## src/rtl/operand_bypass_pkg.sv

```systemverilog
// Shared pipeline types for the forwarding path: forward records, bypass
// source selects and the load-use FSM state.
package pipes;

   typedef logic [4:0]  creg_addr_t;
   typedef logic [63:0] word_t;

   typedef struct packed {
      logic       valid;
      creg_addr_t dst;
      word_t      data;
   } forward_data_out;

   typedef enum logic [1:0] {SEL_RF, SEL_EX, SEL_MEM, SEL_WB} bypass_sel_t;

   typedef enum logic {RUN, HOLD} bypass_state_t;

   function automatic logic fwd_hit(input forward_data_out f, input creg_addr_t rs);
      return f.valid && (f.dst == rs);
   endfunction

endpackage

```

## src/rtl/operand_bypass_mux.sv

```systemverilog
// Single-operand priority select, youngest producer first:
// EX > MEM > WB > history > register file. x0 always reads as zero.
module bypass_mux
   import pipes::*;
(
   input  creg_addr_t      i_rs,
   input  logic            i_used,
   input  word_t           i_rf_rdata,
   input  forward_data_out i_ex,
   input  forward_data_out i_mem,
   input  forward_data_out i_wb,
   input  forward_data_out i_hist,
   input  logic            i_ex_is_load,
   output word_t           o_value,
   output bypass_sel_t     o_sel,
   output logic            o_load_haz
);

   always_comb begin
      o_value    = i_rf_rdata;
      o_sel      = SEL_RF;
      o_load_haz = 1'b0;
      if (i_rs == '0) begin
         o_value = '0;
      end else if (i_used) begin
         if (fwd_hit(i_ex, i_rs)) begin
            // a load in EX has no data yet; the value is meaningless until stall clears
            o_value    = i_ex.data;
            o_sel      = SEL_EX;
            o_load_haz = i_ex_is_load;
         end else if (fwd_hit(i_mem, i_rs)) begin
            o_value = i_mem.data;
            o_sel   = SEL_MEM;
         end else if (fwd_hit(i_wb, i_rs)) begin
            o_value = i_wb.data;
            o_sel   = SEL_WB;
         end else if (fwd_hit(i_hist, i_rs)) begin
            o_value = i_hist.data;
            o_sel   = SEL_WB;
         end
      end
   end

endmodule

```

## src/rtl/operand_bypass.sv

```systemverilog
// Decode-stage operand bypass: per-operand forwarding select, one-entry WB
// history, load-use stall FSM and saturating stall-cycle counter.
module operand_bypass
   import pipes::*;
#(
   parameter int NSRC  = 2,
   parameter int CNT_W = 32
)(
   input  logic            clk,
   input  logic            reset,
   input  logic            stall,
   input  creg_addr_t      rs1,
   input  creg_addr_t      rs2,
   input  logic            rs1_used,
   input  logic            rs2_used,
   input  word_t           rf_rdata1,
   input  word_t           rf_rdata2,
   input  forward_data_out ex_fwd,
   input  forward_data_out mem_fwd,
   input  forward_data_out wb_fwd,
   input  logic            ex_is_load,
   input  logic            mem_load_pending,
   output word_t           src1,
   output word_t           src2,
   output logic [1:0]      hit1,
   output logic [1:0]      hit2,
   output logic            stall_req,
   output logic [CNT_W-1:0] lu_stall_cnt
);

   bypass_state_t    r_state;
   creg_addr_t       r_pend_dst;
   forward_data_out  r_hist;
   logic [CNT_W-1:0] r_cnt;

   creg_addr_t       w_rs   [NSRC];
   logic             w_used [NSRC];
   word_t            w_rf   [NSRC];
   word_t            w_src  [NSRC];
   bypass_sel_t      w_sel  [NSRC];
   logic [NSRC-1:0]  w_haz_vec;
   logic             w_haz;
   logic             w_hold_stay;
   logic             w_stall_req;

   assign w_rs[0]   = rs1;
   assign w_rs[1]   = rs2;
   assign w_used[0] = rs1_used;
   assign w_used[1] = rs2_used;
   assign w_rf[0]   = rf_rdata1;
   assign w_rf[1]   = rf_rdata2;

   for (genvar k = 0; k < NSRC; k++) begin : g_src
      bypass_mux u_mux (
         .i_rs         (w_rs[k]),
         .i_used       (w_used[k]),
         .i_rf_rdata   (w_rf[k]),
         .i_ex         (ex_fwd),
         .i_mem        (mem_fwd),
         .i_wb         (wb_fwd),
         .i_hist       (r_hist),
         .i_ex_is_load (ex_is_load),
         .o_value      (w_src[k]),
         .o_sel        (w_sel[k]),
         .o_load_haz   (w_haz_vec[k])
      );
   end

   assign w_haz       = |w_haz_vec;
   assign w_hold_stay = ((mem_fwd.dst == r_pend_dst) && mem_load_pending) || w_haz;

   // Gated by reset so an async reset drops the request before the next edge.
   always_comb begin
      w_stall_req = 1'b0;
      if (!reset)
         w_stall_req = (r_state == RUN) ? w_haz : w_hold_stay;
   end

   always_ff @(posedge clk or posedge reset) begin
      if (reset) begin
         r_state    <= RUN;
         r_pend_dst <= '0;
         r_hist     <= '0;
         r_cnt      <= '0;
      end else begin
         if (w_stall_req && (r_cnt != '1))
            r_cnt <= r_cnt + 1'b1;
         if (!stall)
            r_hist <= wb_fwd;
         // Entering HOLD ignores the global stall; leaving it waits for it.
         case (r_state)
            RUN: begin
               if (w_haz) begin
                  r_state    <= HOLD;
                  r_pend_dst <= ex_fwd.dst;
               end
            end
            HOLD: begin
               if (!stall && !w_hold_stay)
                  r_state <= RUN;
            end
            default: r_state <= RUN;
         endcase
      end
   end

   assign src1         = w_src[0];
   assign src2         = w_src[1];
   assign hit1         = w_sel[0];
   assign hit2         = w_sel[1];
   assign stall_req    = w_stall_req;
   assign lu_stall_cnt = r_cnt;

endmodule
```

## config.mk

```make
export PLATFORM = sky130hd
export DESIGN_NAME = operand_bypass
export DESIGN_NICKNAME = d
export VERILOG_FILES = /design/src/rtl/operand_bypass_pkg.sv /design/src/rtl/operand_bypass_mux.sv /design/src/rtl/operand_bypass.sv
export SDC_FILE = /design/constraint.sdc
export NUM_CORES = 1
export LEC_CHECK = 0
export CORE_AREA = 2 2 200 202
export DETAILED_ROUTE_END_ITERATION = 6
export DIE_AREA = 0 0 202 204
export HOLD_SLACK_MARGIN = 0.05
export PLACE_DENSITY_LB_ADDON = 0.25
export SLEW_MARGIN = 20
export SYNTH_ARGS = -nofsm -noshare
export SYNTH_HDL_FRONTEND = slang
export SYNTH_SLANG_ARGS = --single-unit
```

## constraint.sdc

```tcl
create_clock -name clk -period 8.05 [get_ports clk]
set_clock_uncertainty 0.2 [all_clocks]
set_input_delay 1.2075 -clock clk [delete_from_list [all_inputs] [get_ports clk]]
set_output_delay 1.2075 -clock clk [all_outputs]
set_load 0.02 [all_outputs]
```

* After elaboration in Yosys (flattened, before gate mapping)
Cells that the tools add are included.
W data, S select, Z words.
** Word-level totals
- Register bits after elaboration :: 108
- Output and inout port bits :: 165
- Logic and storage cells :: 71
** Operators by class
- Add/subtract/negate cells :: 1
- Equal/unequal tests :: 10
- Mux-type cells :: 35
- Bitwise logic cells :: 1
- Reductions and logical operators :: 18
** Operator list (number)
- $mux W64 :: 12
- $eq A5 B5 Y1 :: 9
- $add A32 B1 Y32 const B :: 1
- $ne A32 B32 Y1 const B :: 1
- $mux W2 :: 12
- $logic_and A1 B1 Y1 :: 11
- $logic_not A5 Y1 :: 2
- $mux W1 :: 10
- $logic_not A1 Y1 :: 2
- $pmux W1 S2 :: 1
- $reduce_and A2 Y1 :: 1
- $reduce_or A2 Y1 :: 1
- $logic_or A1 B1 Y1 :: 1
- $not A1 Y1 :: 1

* Longest topological paths before layout
Gate-level depths: netlist of run 1.
- Word-level depth :: 11
- Gate-level depth with buffers :: 10
- Gate-level depth less buffers :: 6

* Modules after synthesis
Synthesis of run 1 repeated with hierarchy kept, for this count alone.
** Unflattened totals
- Cells, all modules :: 1502
- Area, all modules :: 12421.9 um^2
** By module, submodules not included
- bypass_mux :: times used 2, cells an instance 588, area an instance 3947.5 um^2, seq. area each 0.0 um^2
- operand_bypass :: times used 1, cells an instance 326, area an instance 4526.8 um^2, seq. area each 2702.6 um^2

* Least setup slack after synthesis of run 1
OpenSTA, ideal clock, no wires.
- Path kind :: input to output
- Start point :: input port rs2[1]
- End point :: output port src2[0]
- Data arrival time :: 3650 ps
- Data required time :: 6642 ps
- Path slack :: 2993 ps
- Stages on the path :: 9
- Path through :: buf_2 -> xor2_1 -> nor4_1 -> and3_1 -> buf_4 -> buf_6 -> nand2_1 -> a31o_2 -> a2111oi_0
** Between the ends
- Cells in the longest elaborated chain, start to end :: 8
** Ends and longest elaborated chain
- from (decl) :: line operand_bypass.sv:13 : input creg_addr_t rs2,
- $eq A5 B5 Y1 :: line operand_bypass_pkg.sv:19 : return f.valid && (f.dst == rs);
- $logic_and A1 B1 Y1 :: line operand_bypass_pkg.sv:19
- $mux W64 :: line operand_bypass_mux.sv:37 : end else if (fwd_hit(i_hist, i_rs)) begin
- $mux W64 :: line operand_bypass_mux.sv:34 : end else if (fwd_hit(i_wb, i_rs)) begin
- $mux W64 :: line operand_bypass_mux.sv:31 : end else if (fwd_hit(i_mem, i_rs)) begin
- $mux W64 :: line operand_bypass_mux.sv:26 : if (fwd_hit(i_ex, i_rs)) begin
- $mux W64 :: line operand_bypass_mux.sv:25 : end else if (i_used) begin
- $mux W64 (*) :: line operand_bypass_mux.sv:23 : if (i_rs == '0) begin
- to (decl) :: line operand_bypass.sv:24 : output word_t src2,
Every way passes the cells marked *; elsewhere a longest branch is shown, timed or not.

* Worst setup path in the final report of run 1
- Start point :: input port rs1[0]
- End point :: output port src1[56]
** Between the ends
- Cells in the longest elaborated chain, start to end :: 8
** Ends and longest elaborated chain
- from (decl) :: line operand_bypass.sv:12 : input creg_addr_t rs1,
- $eq A5 B5 Y1 :: line operand_bypass_pkg.sv:19
- $logic_and A1 B1 Y1 :: line operand_bypass_pkg.sv:19
- $mux W64 :: line operand_bypass_mux.sv:37
- $mux W64 :: line operand_bypass_mux.sv:34
- $mux W64 :: line operand_bypass_mux.sv:31
- $mux W64 :: line operand_bypass_mux.sv:26
- $mux W64 :: line operand_bypass_mux.sv:25
- $mux W64 (*) :: line operand_bypass_mux.sv:23
- to (decl) :: line operand_bypass.sv:23 : output word_t src1,
Marked as above.

==> reports/qor.csv, run 1 <==
stage;metric;value;unit
detailed_routing;iteration count of the initial detailed-routing pass;7;
finish;most frequent cells in the layout;clkdlybuf4s50_1, nand2_1, nor2_1;
detailed_routing;Detail Route Antenna Nets;0;
sta;Final Slew Violations;0;
finish;NumNets Final;2344;
synthesis;Syn Area/Cell;7.48;sq um
synthesis;Yosys top cell area share;22.6;%
clock_tree;CTS Buffer Depth;2;
setup_path;Setup crit start;rs1[0];
setup_path;top fanout value on the critical path;66;
worst_hold_path;hold path endpoint;lu_stall_cnt[11];
placed_design;DPL Wire Length;42700;um
setup_path;critical path class;primary input to output port;
global_routing;initial antenna violation count;7;
setup_path;CP Capture Type;output port;
synthesis;yosys warns;0;
power_and_ir_drop;Pwr Density;115;nW/um^2
finish;commonest non-fill, non-tap cell in the layout;clkdlybuf4s50_1;
setup_path;RR Endpoint;lu_stall_cnt[1];
detailed_routing;drc violations;3;
setup_path;RR Startpoint;lu_stall_cnt[0];
synthesis;FFs w/ async S/R, synth;100;%
sta;Max Fclk;150;MHz
worst_hold_path;hold crit path type;register to register;
floorplan;Core Region;39200;sq um
setup_path;Worst setup SP type;primary input;
sta;Tmin final;6.69;ns
detailed_routing;DRT iter0 DRCs;1053;
clock_tree;buffer count from post-CTS setup fixing;0;
floorplan;Row Count;73;
sta;TNS Setup;0;ns
clock_tree;clk_lat worst skew;0.37;ns
global_routing;largest net degree at the start of global routing;72;
global_routing;first-pass GRT wire length;92700;um
floorplan;initial core utilization;30.5;%
clock_tree;Num CTS Buffers;9;
synthesis;largest cells by area after synthesis;dfrtp_1, mux2_2, nand2_1;
setup_path;R2R cell count;6;
worst_hold_path;hold depth;1;
sta;Worst Tran Pin Value;1.12;ns
clock_tree;# hold bufs at CTS;0;
synthesis;largest area contributor in the netlist;dfrtp_1;
setup_path;Critical-path top delay cell;nand3_4;
global_routing;number of global-route vias before repair;15000;
clock_tree;CTS tree;yes;
global_routing;M2 GR Usage;49.2;%
synthesis;Synth Flop Type;dfrtp_1;
detailed_routing;vias;14900;
worst_hold_path;hold path startpoint;lu_stall_cnt[11];
setup_path;reg2reg setup slack;5.18;ns
synthesis;Synth Register Bits;108;
floorplan;Die Wd;202;um
sta;Final Hold Fails;0;
power_and_ir_drop;VDD IR max;102;uV
finish;layout cells sized above 1;13.3;%
run_status;failing checks;DRC;
sta;fin crit share;83.1;%
global_routing;GR Util All Layers;29.1;%
finish;post-layout util;45.5;%
setup_path;arrival time worst endpoint;5.28;ns
sta;Final setup viols;0;
synthesis;Distinct cells, synth;51;
setup_path;CP max stage delay;0.87;ns
clock_tree;Clock transition at path regs;0.09;ns
synthesis;synthesized instance count;1599;
global_routing;global route overflow;0;
setup_path;Crit path required time;6.64;ns
synthesis;sequential share of the synthesized area;22.6;%
clock_tree;CTS-repair resized insts;0;
clock_tree;CTS Sinks;108;
global_routing;M1 GR Usage;36.0;%
floorplan;Die H;204;um
global_routing;most used routing layer;met2;
sta;RSZ-0062 raised after global routing;false;
floorplan;I/O Pins;520;
synthesis;Post-synth EDFFs;0;
clock_tree;H-tree depth;3;
run;maxcap violations;0;
placed_design;IO buf count;519;
setup_path;crit path cell chain;clkdlybuf4s50_1 > xor2_1 > nor4_2 > buf_4 > nand3_4 > a221oi_1 > o31a_1 > o21ai_0 > clkdlybuf4s50_1;
synthesis;area of the mapped netlist;12000;sq um
detailed_routing;WL per Instance;24.7;um
power_and_ir_drop;leak pwr;0.00693;uW
finish;Layout area overhead;49.1;%
clock_tree;CTS root buffer;clkbuf_16;
setup_path;cell mode on critical path;clkdlybuf4s50_1;
global_routing;met3 Use GR;5.71;%
sta;max_slew headroom;25.1;%
placed_design;RePlAce Congestion;0.901;
run_status;status;finished with violations;
detailed_routing;routed wire length;62400;um
power_and_ir_drop;Power Total;2050;uW
floorplan;die area;41200;sq um
detailed_routing;vias per inst;5.90;
synthesis;syn_nets;1955;
[critical path, delay by kind of cell]
family	cells	cell delay, ns
buffers and inverters	3	1.71
xor gates and xnor gates	1	0.25
and+or+nand+nor	2	1.17
AOI/OAI and AO/OA	3	0.89
[metrics by stage]
stage | cells | hold WS [ns] | instance area (sq um) | setup WS, ns
floorplan | 1599 | 0.271 | 12000 | 2.99
global placement | 2500 | 0.284 | 17500 | 1.29
detailed placement | 2501 | 0.298 | 17500 | 1.33
CTS | 2517 | 0.310 | 17800 | 1.32
global route | 2524 | 0.328 | 17800 | 1.16
finish | 2524 | 0.306 | 17800 | 1.36
[flip-flops by register name (all words and copies together) (netlist names)]
name / count
lu_stall_cnt: 32
r_hist: 70
r_pend_dst: 5
r_state: 1
[report_power, final]
part | switching (uW) | leakage, uW | internal [uW] | total (uW)
combinational | 457 | 0.00544 | 477 | 934
clock | 267 | 0.000152 | 227 | 495
sequential | 40.6 | 0.00134 | 585 | 626
total | 765 | 0.00693 | 1290 | 2050
[cells in the mapped netlist, drive strengths merged, types with 18 or more instances]
cell     instances
nand2          211
nor2           210
clkbuf         138
o21ai          131
dfrtp          108
mux2            77
and3            70
a21oi           66
o22ai           65
a2111oi         64
a221oi          64
a31o            64
nand2b          64
o31a            64
xor2            48
buf             36
xnor2           26
nand3           18
[cell families after synthesis]
logic type	share of synthesized area, %
muxes	7.34
buffers and inverters	6.18
DFF	22.6
AOI/OAI and AO/OA	33.8
xor gates and xnor gates	5.42
adders and majority gates	0.105
and+or+nand+nor	24.5
[area by class of cell]
class | instances | area [sq um]
inverter | 3 | 13.8
timing repair buffer | 552 | 5490
sequential | 108 | 2700
multi-input combinational | 1314 | 8620
tap | 525 | 657
antenna | 6 | 15.0
clock inverter | 7 | 83.8
clock buffer | 9 | 225
fill | 3832 | 21400
[worst max-delay path by stage]
| stage | endpoint | slack [ns] | cells past startpoint |
|---|---|---|---|
| after floorplan | src2[0] | 2.99 | 9 |
| after global placement | src2[4] | 1.29 | 7 |
| after detailed placement | src1[56] | 1.33 | 9 |
| after CTS | src1[56] | 1.32 | 9 |
| after global routing | src1[56] | 1.16 | 9 |
| final | src1[56] | 1.36 | 9 |
[per-layer routing]
metal | wire length [um] | vias up
li1 | - | 6693
met1 | 24900 | 7243
met2 | 30100 | 837
met3 | 5150 | 120
met4 | 2180 | 2
met5 | 13 | -
Power figures use the tool's default switching activity.
==> run 2, diff against run 1 <==
Clock period 8.05 ns to 6.6 ns, I/O delays scaled along.
==> reports/qor.csv, run 2 (synthesized netlist as in run 1, its figures left out) <==
stage;metric;value;unit;change
setup_path;CP max stage delay;0.78;ns;-0.09 ns
placed_design;DPL Wire Length;43000;um;+0.61%
run;maxcap violations;0;;unchanged
setup_path;buffers plus inverters on the worst setup path;4;;+1
sta;RSZ-0062 raised after global routing;false;;
worst_hold_path;hold crit path type;register to register;;
sta;Final setup viols;0;;unchanged
global_routing;GR Util All Layers;29.1;%;about the same
placed_design;RePlAce Congestion;0.916;;+1.7%
detailed_routing;WL per Instance;24.4;um;-1.4%
clock_tree;# hold bufs at CTS;0;;unchanged
clock_tree;CTS Sinks;108;;unchanged
global_routing;global route overflow;0;;unchanged
finish;most frequent cells in the layout;clkdlybuf4s50_1, nand2_1, nor2_1;;
placed_design;Place WS;0.631;ns;-0.703 ns
power_and_ir_drop;leak pwr;0.00700;uW;+0.98%
clock_tree;buffer count from post-CTS setup fixing;0;;unchanged
clock_tree;Num CTS Buffers;9;;unchanged
detailed_routing;vias per inst;5.88;;-0.37%
clock_tree;CTS root buffer;clkbuf_16;;
setup_path;CP Capture Type;output port;;
global_routing;number of global-route vias before repair;15200;;+1.4%
detailed_routing;Detail Route Antenna Nets;0;;unchanged
detailed_routing;DRT iter0 DRCs;942;;-11%
detailed_routing;iteration count of the initial detailed-routing pass;5;;-2
detailed_routing;vias;14900;;-0.054%
sta;Final Slew Violations;0;;unchanged
clock_tree;clk_lat worst skew;0.37;ns;about the same
setup_path;arrival time worst endpoint;4.74;ns;-0.54 ns
floorplan;I/O Pins;520;;unchanged
sta;setup ws final;0.670;ns;-0.693 ns
clock_tree;Clock transition at path regs;0.09;ns;about the same
sta;Worst Tran Pin Value;1.10;ns;-0.0217 ns
global_routing;initial antenna violation count;6;;-1
clock_tree;CTS Buffer Depth;2;;unchanged
sta;worst hold slack;0.295;ns;-0.0110 ns
sta;fin crit share;89.8;%;
floorplan;Core Region;39200;sq um;unchanged
finish;NumNets Final;2353;;+0.38%
sta;max_slew headroom;26.4;%;+1.3 points
setup_path;crit path cell chain;clkdlybuf4s50_1 > xnor2_1 > nand4_1 > o21ai_0 > or2_2 > buf_12 > nor2_1 > a2111oi_0 > buf_4 > clkdlybuf4s50_1;;
global_routing;largest net degree at the start of global routing;83;;+15%
finish;max reg flops;70;;unchanged
setup_path;top fanout value on the critical path;22;;-67%
floorplan;Die H;204;um;unchanged
setup_path;Crit path required time;5.41;ns;-1.23 ns
floorplan;initial core utilization;30.5;%;unchanged
sta;Max Fclk;169;MHz;
setup_path;Worst setup SP type;primary input;;
clock_tree;CTS tree;yes;;
run_status;status;completed;;
sta;Tmin final;5.93;ns;
detailed_routing;drc violations;0;;-3
finish;Layout area overhead;50.2;%;
setup_path;Critical-path top delay cell;clkdlybuf4s50_1;;
setup_path;cell mode on critical path;clkdlybuf4s50_1;;
power_and_ir_drop;VDD IR max;113;uV;+11%
placed_design;IO buf count;519;;unchanged
finish;FILL cells;3863;;+0.81%
finish;commonest non-fill, non-tap cell in the layout;clkdlybuf4s50_1;;
setup_path;critical path class;primary input to output port;;
detailed_routing;routed wire length;61800;um;-1.1%
power_and_ir_drop;Pwr Density;140;nW/um^2;+21%
sta;Final Hold Fails;0;;unchanged
finish;register bank with the most flops;r_hist;;
clock_tree;H-tree depth;3;;unchanged
floorplan;Row Count;73;;unchanged
clock_tree;CTS-repair resized insts;0;;unchanged
floorplan;die area;41200;sq um;unchanged
floorplan;Die Wd;202;um;unchanged
power_and_ir_drop;Power Total;2510;uW;+22%
global_routing;first-pass GRT wire length;92900;um;+0.28%
finish;layout cells sized above 1;13.7;%;+0.39 points
setup_path;CP top delay family;buffers and inverters;;
sta;TNS Setup;0;ns;unchanged
run 2: cell count changes in the layout (fill, tap and decap cells not counted):
cell,before,now
clkdlybuf4s18_2,1,0
inv_8,3,0
clkinv_8,1,3
buf_4,29,34
a2111oi_1,9,8
buf_12,4,9
inv_6,2,3
diode_2,6,5
a2111oi_0,6,7
run 2: through the flow:
stage | std cells | utilization [%] | area [sq um]
floorplan | 1599 | - | 12000
global placement | 2510 | 44.9 | 17600
global route | 2531 | 45.8 | 17900
CTS | 2526 | 45.7 | 17900
finish | 2532 | 45.8 | 17900
detailed placement | 2510 | 44.9 | 17600
run 2: final cells by class:
cell class	count	area, sq um	share of cell area [%]
multi-input cells	1314	8620	48.0
repair buffers	561	5620	31.3
flip-flops and latches	108	2700	15.1
well taps	525	657	3.66
clock buffers	9	225	1.25
clock inverters	7	91.3	0.509
inverters	3	13.8	0.0767
diodes	5	12.5	0.0697
run 2: metal layers:
layer	vias up	GRT usage [%]	part of all wire, %	wire length (um)
met5	-	0	0.021	13
met4	2	10.6	3.0	1830
met3	115	5.82	8.2	5080
met2	834	49.4	49	30000
met1	7208	36.4	40	24900
li1	6728	-	-	-
run 2: path summary, 6_finish.rpt:
check,startpoint,end,cells after the start,slack [ns]
worst max register to register,lu_stall_cnt[2],lu_stall_cnt[1],6,3.77
worst min-delay path,lu_stall_cnt[22],lu_stall_cnt[22],1,0.29
max in group asynchronous,reset,r_hist[67],3,3.93
worst min register to register,lu_stall_cnt[22],lu_stall_cnt[22],1,0.29
worst max-delay path,rs2[0],src2[4],10,0.67
min in group asynchronous,reset,r_hist[69],2,1.06
run 2: report_power, final:
part / total, uW / switching, uW / internal (uW)
registers: 765 / 50.6 / 714
clock network: 605 / 327 / 277
logic: 1140 / 552 / 585
total: 2510 / 930 / 1580
run 2: worst reg2reg max path, stage by stage, from the launching register on:
cell and delay [ns]:
dfrtp_1 0.46, and3_1 0.22, and2_1 0.34, nand4_1 0.39, nor3_4 0.67, nor2_2 0.10, mux2_1 0.33
==> variant 1: new RTL, flow settings as in run 1 <==
Change the parameter `CNT_W` from 32 to 64.
--- a/src/rtl/operand_bypass.sv
+++ b/src/rtl/operand_bypass.sv
@@ -4,7 +4,7 @@
    import pipes::*;
 #(
    parameter int NSRC  = 2,
-   parameter int CNT_W = 32
+   parameter int CNT_W = 64
 )(
    input  logic            clk,
    input  logic            reset,
Ports: changed (resized lu_stall_cnt); port bits go from 520 to 552. No check against the original RTL was run, so the function may have changed too.
==> variant 1 against run 1 <==
  * Die area did not move
  * Global-route usage rose by 4.8 points
  * Critical path depth did not move
  * Sequential cell count rose by 32
  * Cell area rose by 12%
  * Setup slack improved by 310 ps
  * Power rose by 28%
  * Combinational power rose by 5.5%
  * Routed wire length rose by 16%
  * Non-clock buffer count rose by 26
  * Synthesized area rose by 14%
  * Largest cell class unchanged
  * Largest power group unchanged
==> variant 1: results <==
[outcome]
status = finished clean

[global_route]
grt_max_degree = 131
first_global_vias = 16742
antenna_found_initial = 14
grt.total_usage_pct = 33.9

[critical_path]
timing.critical_path.to = src1[1]
critPathLaunch = rs1[2]
arrival_ps = 4970
slowest_delay_ps = 820

[placement]
dpl_cell_area_um2 = 19200
dpl.cell_count = 2693
dp_hpwl_um = 47400
dp_worst_setup_slack_ps = 1760
io_buffers = 551
place.gp.congestion = 0.956

[clock_tree]
clock_latency_ps = 440
h-tree-depth = 4
cts.clk_slew.worst_paths_ps = 70
cts_made_buffers = 17

[pwr]
pwr-share-clk_pct = 32.8
pg_seq_mw = 0.788
power.total_mw = 2.64
vdd_drop_max_uv = 112
leakagePower_nw = 6.73
power.switching_mw = 0.974

[finish]
inv_count = 4
seq_share_pct = 17.6
fin_util_pct = 50.7
fillers = 3725
diodes = 15
nNetsFinal = 2543
multi_input_gates = 1446
drive_gt1_share_pct = 9.14
area_share_clock_buf_inv_pct = 3.12
seq_cell_count = 140
multi_input_area_share_pct = 46.7
buf_share_pct = 28.9
num-nonclk-buffers = 578

[routing]
wl_per_cell_um = 26.4
vias = 17392
drtIter0Drc = 1702
routed_via_density = 6.35

[synthesis]
netlist_top_cells_count = o21ai_1 (244), nand3_1 (164), nand2_1 (163)
synth_compound_area_share_pct = 30.2
postSynthAreaPerCell_um2 = 7.55
synthAdderAreaFrac_pct = 0.0918
synth_seq_area_share_pct = 25.7
synth_cell_types = 50
async_flop_share_pct = 100
synth_mux_area_share_pct = 6.31
syn-num-nets = 2161
synth_xor_area_share_pct = 6.94

[sta]
max_freq_ghz = 0.157
tightest_slew_ps = 1180
## variant 1: changes by cell type in the layout (fill, tap and decap cells not counted), moves of 127 or more
cell | before | now
nor3_1 | 14 | 145
a211oi_1 | 0 | 128
o21ai_1 | 0 | 244
nand3_1 | 15 | 162
nor2_1 | 205 | 11
a311oi_1 | 1 | 128
## variant 1: worst min path at each step
stage	cells after the start	slack (ps)	end	startpoint
finish	1	290	lu_stall_cnt[53]	lu_stall_cnt[53]
global route	1	310	lu_stall_cnt[62]	lu_stall_cnt[62]
CTS	1	290	lu_stall_cnt[53]	lu_stall_cnt[53]
detailed placement	1	280	lu_stall_cnt[53]	lu_stall_cnt[53]
global placement	1	290	lu_stall_cnt[47]	lu_stall_cnt[47]
floorplan	1	280	r_pend_dst[4]	r_pend_dst[4]
## variant 1: routing by layer
metal | global-route usage (%) | wire length (um)
met2 | 55.4 | 33900
met1 | 43.5 | 28400
met3 | 6.44 | 6790
met4 | 14.9 | 3110
met5 | 0 | 13
==> variant 2: new RTL, flow settings as in run 1 <==
Made on the original files. Make the reset (`reset`) synchronous in one clocked block. Comments in the files are not updated.
--- a/src/rtl/operand_bypass.sv
+++ b/src/rtl/operand_bypass.sv
@@ -76,7 +76,7 @@
          w_stall_req = (r_state == RUN) ? w_haz : w_hold_stay;
    end
 
-   always_ff @(posedge clk or posedge reset) begin
+   always_ff @(posedge clk) begin
       if (reset) begin
          r_state    <= RUN;
          r_pend_dst <= '0;
Check against the original RTL: not equivalent (a bounded check fails within 4 cycles, from zero or initial values and one cycle with reset high; the reset may be asserted at any time).
==> variant 2 against run 1 <==
  * Via count rose by 2.9%
  * Power fell by 10%
  * Setup slack worse by 300 ps
  * Cell area decreased by 3.8%
  * Fmax is 4.3% lower
  * Count of clock-buffer cells in the layout did not move
  * Register-to-register slack lost 160 ps
  * Routed wire length up 0.28%
  * Sequential cell count did not move
  * Synthesized area is 4.9% lower
  * Sequential share of layout area decreased by 2.6 points
  * Clock power fell by 2%
  * Critical path type unchanged
==> variant 2: results <==
[synthesis]
synth.area.top_cells = dfxtp_1 (19%), o21ai_0 (9.0%), nor2_1 (7.3%)
async_flop_share_pct = 0
synth_seq_area_share_pct = 19.0
netlist_top_cells_count = nor2_1 (221), o21ai_0 (205), a21oi_1 (155)
postSynthAreaPerCell_um2 = 6.78
synth_cell_types = 44
syn-num-nets = 2032
synth_flop_cell = dfxtp_1
yosysMostFrequentCell = nor2_1

[clock_tree]
cts_made_buffers = 9

[placement]
place.gp.congestion = 0.911
dp_hpwl_um = 42400
io_buffers = 519
dp_worst_setup_slack_ps = 971

[global_route]
antenna_found_initial = 4
grt.total_usage_pct = 28.9
grt_max_degree = 87
grt_pass1_wl_um = 92900

[critical_path]
cp_slowest_cell = a2111oi_0
reg2reg_from = lu_stall_cnt[0]
worstReg2RegEnd = lu_stall_cnt[25]
critPathLaunch = rs2[2]
critPathMaxFanout = 44
timing.critical_path.to = src2[39]
ff2ff_path_depth = 7
ff2ff_setup_slack_ps = 5020
arrival_ps = 5580

[finish]
fin_cells = 2584
drive_gt1_share_pct = 3.85
nNetsFinal = 2405
fillers = 3911

[routing]
wl_per_cell_um = 24.2
drtIter0Drc = 1161
firstDrtPassIters = 6
vias = 15328
ant_nets = 0

[worst_hold_path]
hp-class = reg -> reg

[pwr]
leakagePower_nw = 5.93
vdd_drop_max_uv = 84.8

[sta]
fin_crit_ps = 6990
relSlewSlack_pct = 27.9

[outcome]
status = finished clean
## variant 2: changes by cell type after synthesis, sizes merged, moves of 64 or more
cell | run 1 | this run
o22ai | 65 | 0
a221oi | 64 | 0
dfrtp | 108 | 0
dfxtp | 0 | 108
o21ai | 131 | 205
o21a | 0 | 64
a21oi | 66 | 155
nand2 | 211 | 147
a21boi | 0 | 65
mux2 | 77 | 2
mux2i | 1 | 75
a211oi | 0 | 65
## variant 2: final cells by class
class	instances	area share, %
Antenna cell	5	0.0730
Timing Repair Buffer	553	32.0
Clock buffer	9	1.31
Sequential cell	108	12.6
Inverter	3	0.0657
Clock inverter	7	0.518
Multi-Input combinational cell	1374	49.6
Tap cell	525	3.83
## variant 2: kinds of logic (layout without fill, tap and decap cells)
group / Yosys count / in the layout / share of synthesized area, %
AO/OA/AOI/OAI: 772 / 772 / 45.3
XOR/XNOR: 45 / 45 / 3.47
adder cells (fa/ha/maj): 1 / 1 / 0.110
buffers and inverters: 194 / 572 / 6.99
flip-flops: 108 / 108 / 19.0
multiplexers: 77 / 77 / 6.80
other: 0 / 5 / 0
AND/OR/NAND/NOR: 479 / 479 / 18.3
## variant 2: worst min-delay path by stage
stage | from | to | depth (start not counted)
finish | lu_stall_cnt[17] | lu_stall_cnt[17] | 2
global route | lu_stall_cnt[17] | lu_stall_cnt[17] | 2
CTS | lu_stall_cnt[17] | lu_stall_cnt[17] | 2
detailed placement | lu_stall_cnt[17] | lu_stall_cnt[17] | 2
global placement | lu_stall_cnt[21] | lu_stall_cnt[21] | 2
floorplan | r_pend_dst[0] | r_pend_dst[0] | 2
## variant 2: per-stage QoR
step           hold WS (ps)  util, %  cell area, um^2  power [mW]
2_1_floorplan           281        -            11400       0.926
3_3_place_gp            279     42.9            16800        1.36
3_5_place_dp            289     42.9            16800        1.36
4_1_cts                 304     43.7            17100        1.85
5_1_grt                 325     43.7            17100        1.92
6_report                303     43.8            17100        1.84
## variant 2: critical path, delay by kind of cell
kind,cells,cell delay (ps)
AOI/OAI and AO/OA,1,860
buffers and inverters,4,2010
and+or+nand+nor,3,1240
xor gates and xnor gates,1,220
## variant 2: power breakdown
| group | switching, mW | leakage, nW | internal [mW] |
|---|---|---|---|
| logic | 0.392 | 4.90 | 0.392 |
| registers | 0.0179 | 0.884 | 0.555 |
| clock network | 0.261 | 0.152 | 0.225 |
## variant 2: metal layers
layer	share of wire (%)	track usage (%)	up-vias	routed length, um
li1	-	-	7000	-
met1	40	35.1	7347	25100
met2	49	50.5	857	30700
met3	7.5	5.04	124	4680
met4	3.3	11.7	0	2090
met5	0	0	-	0
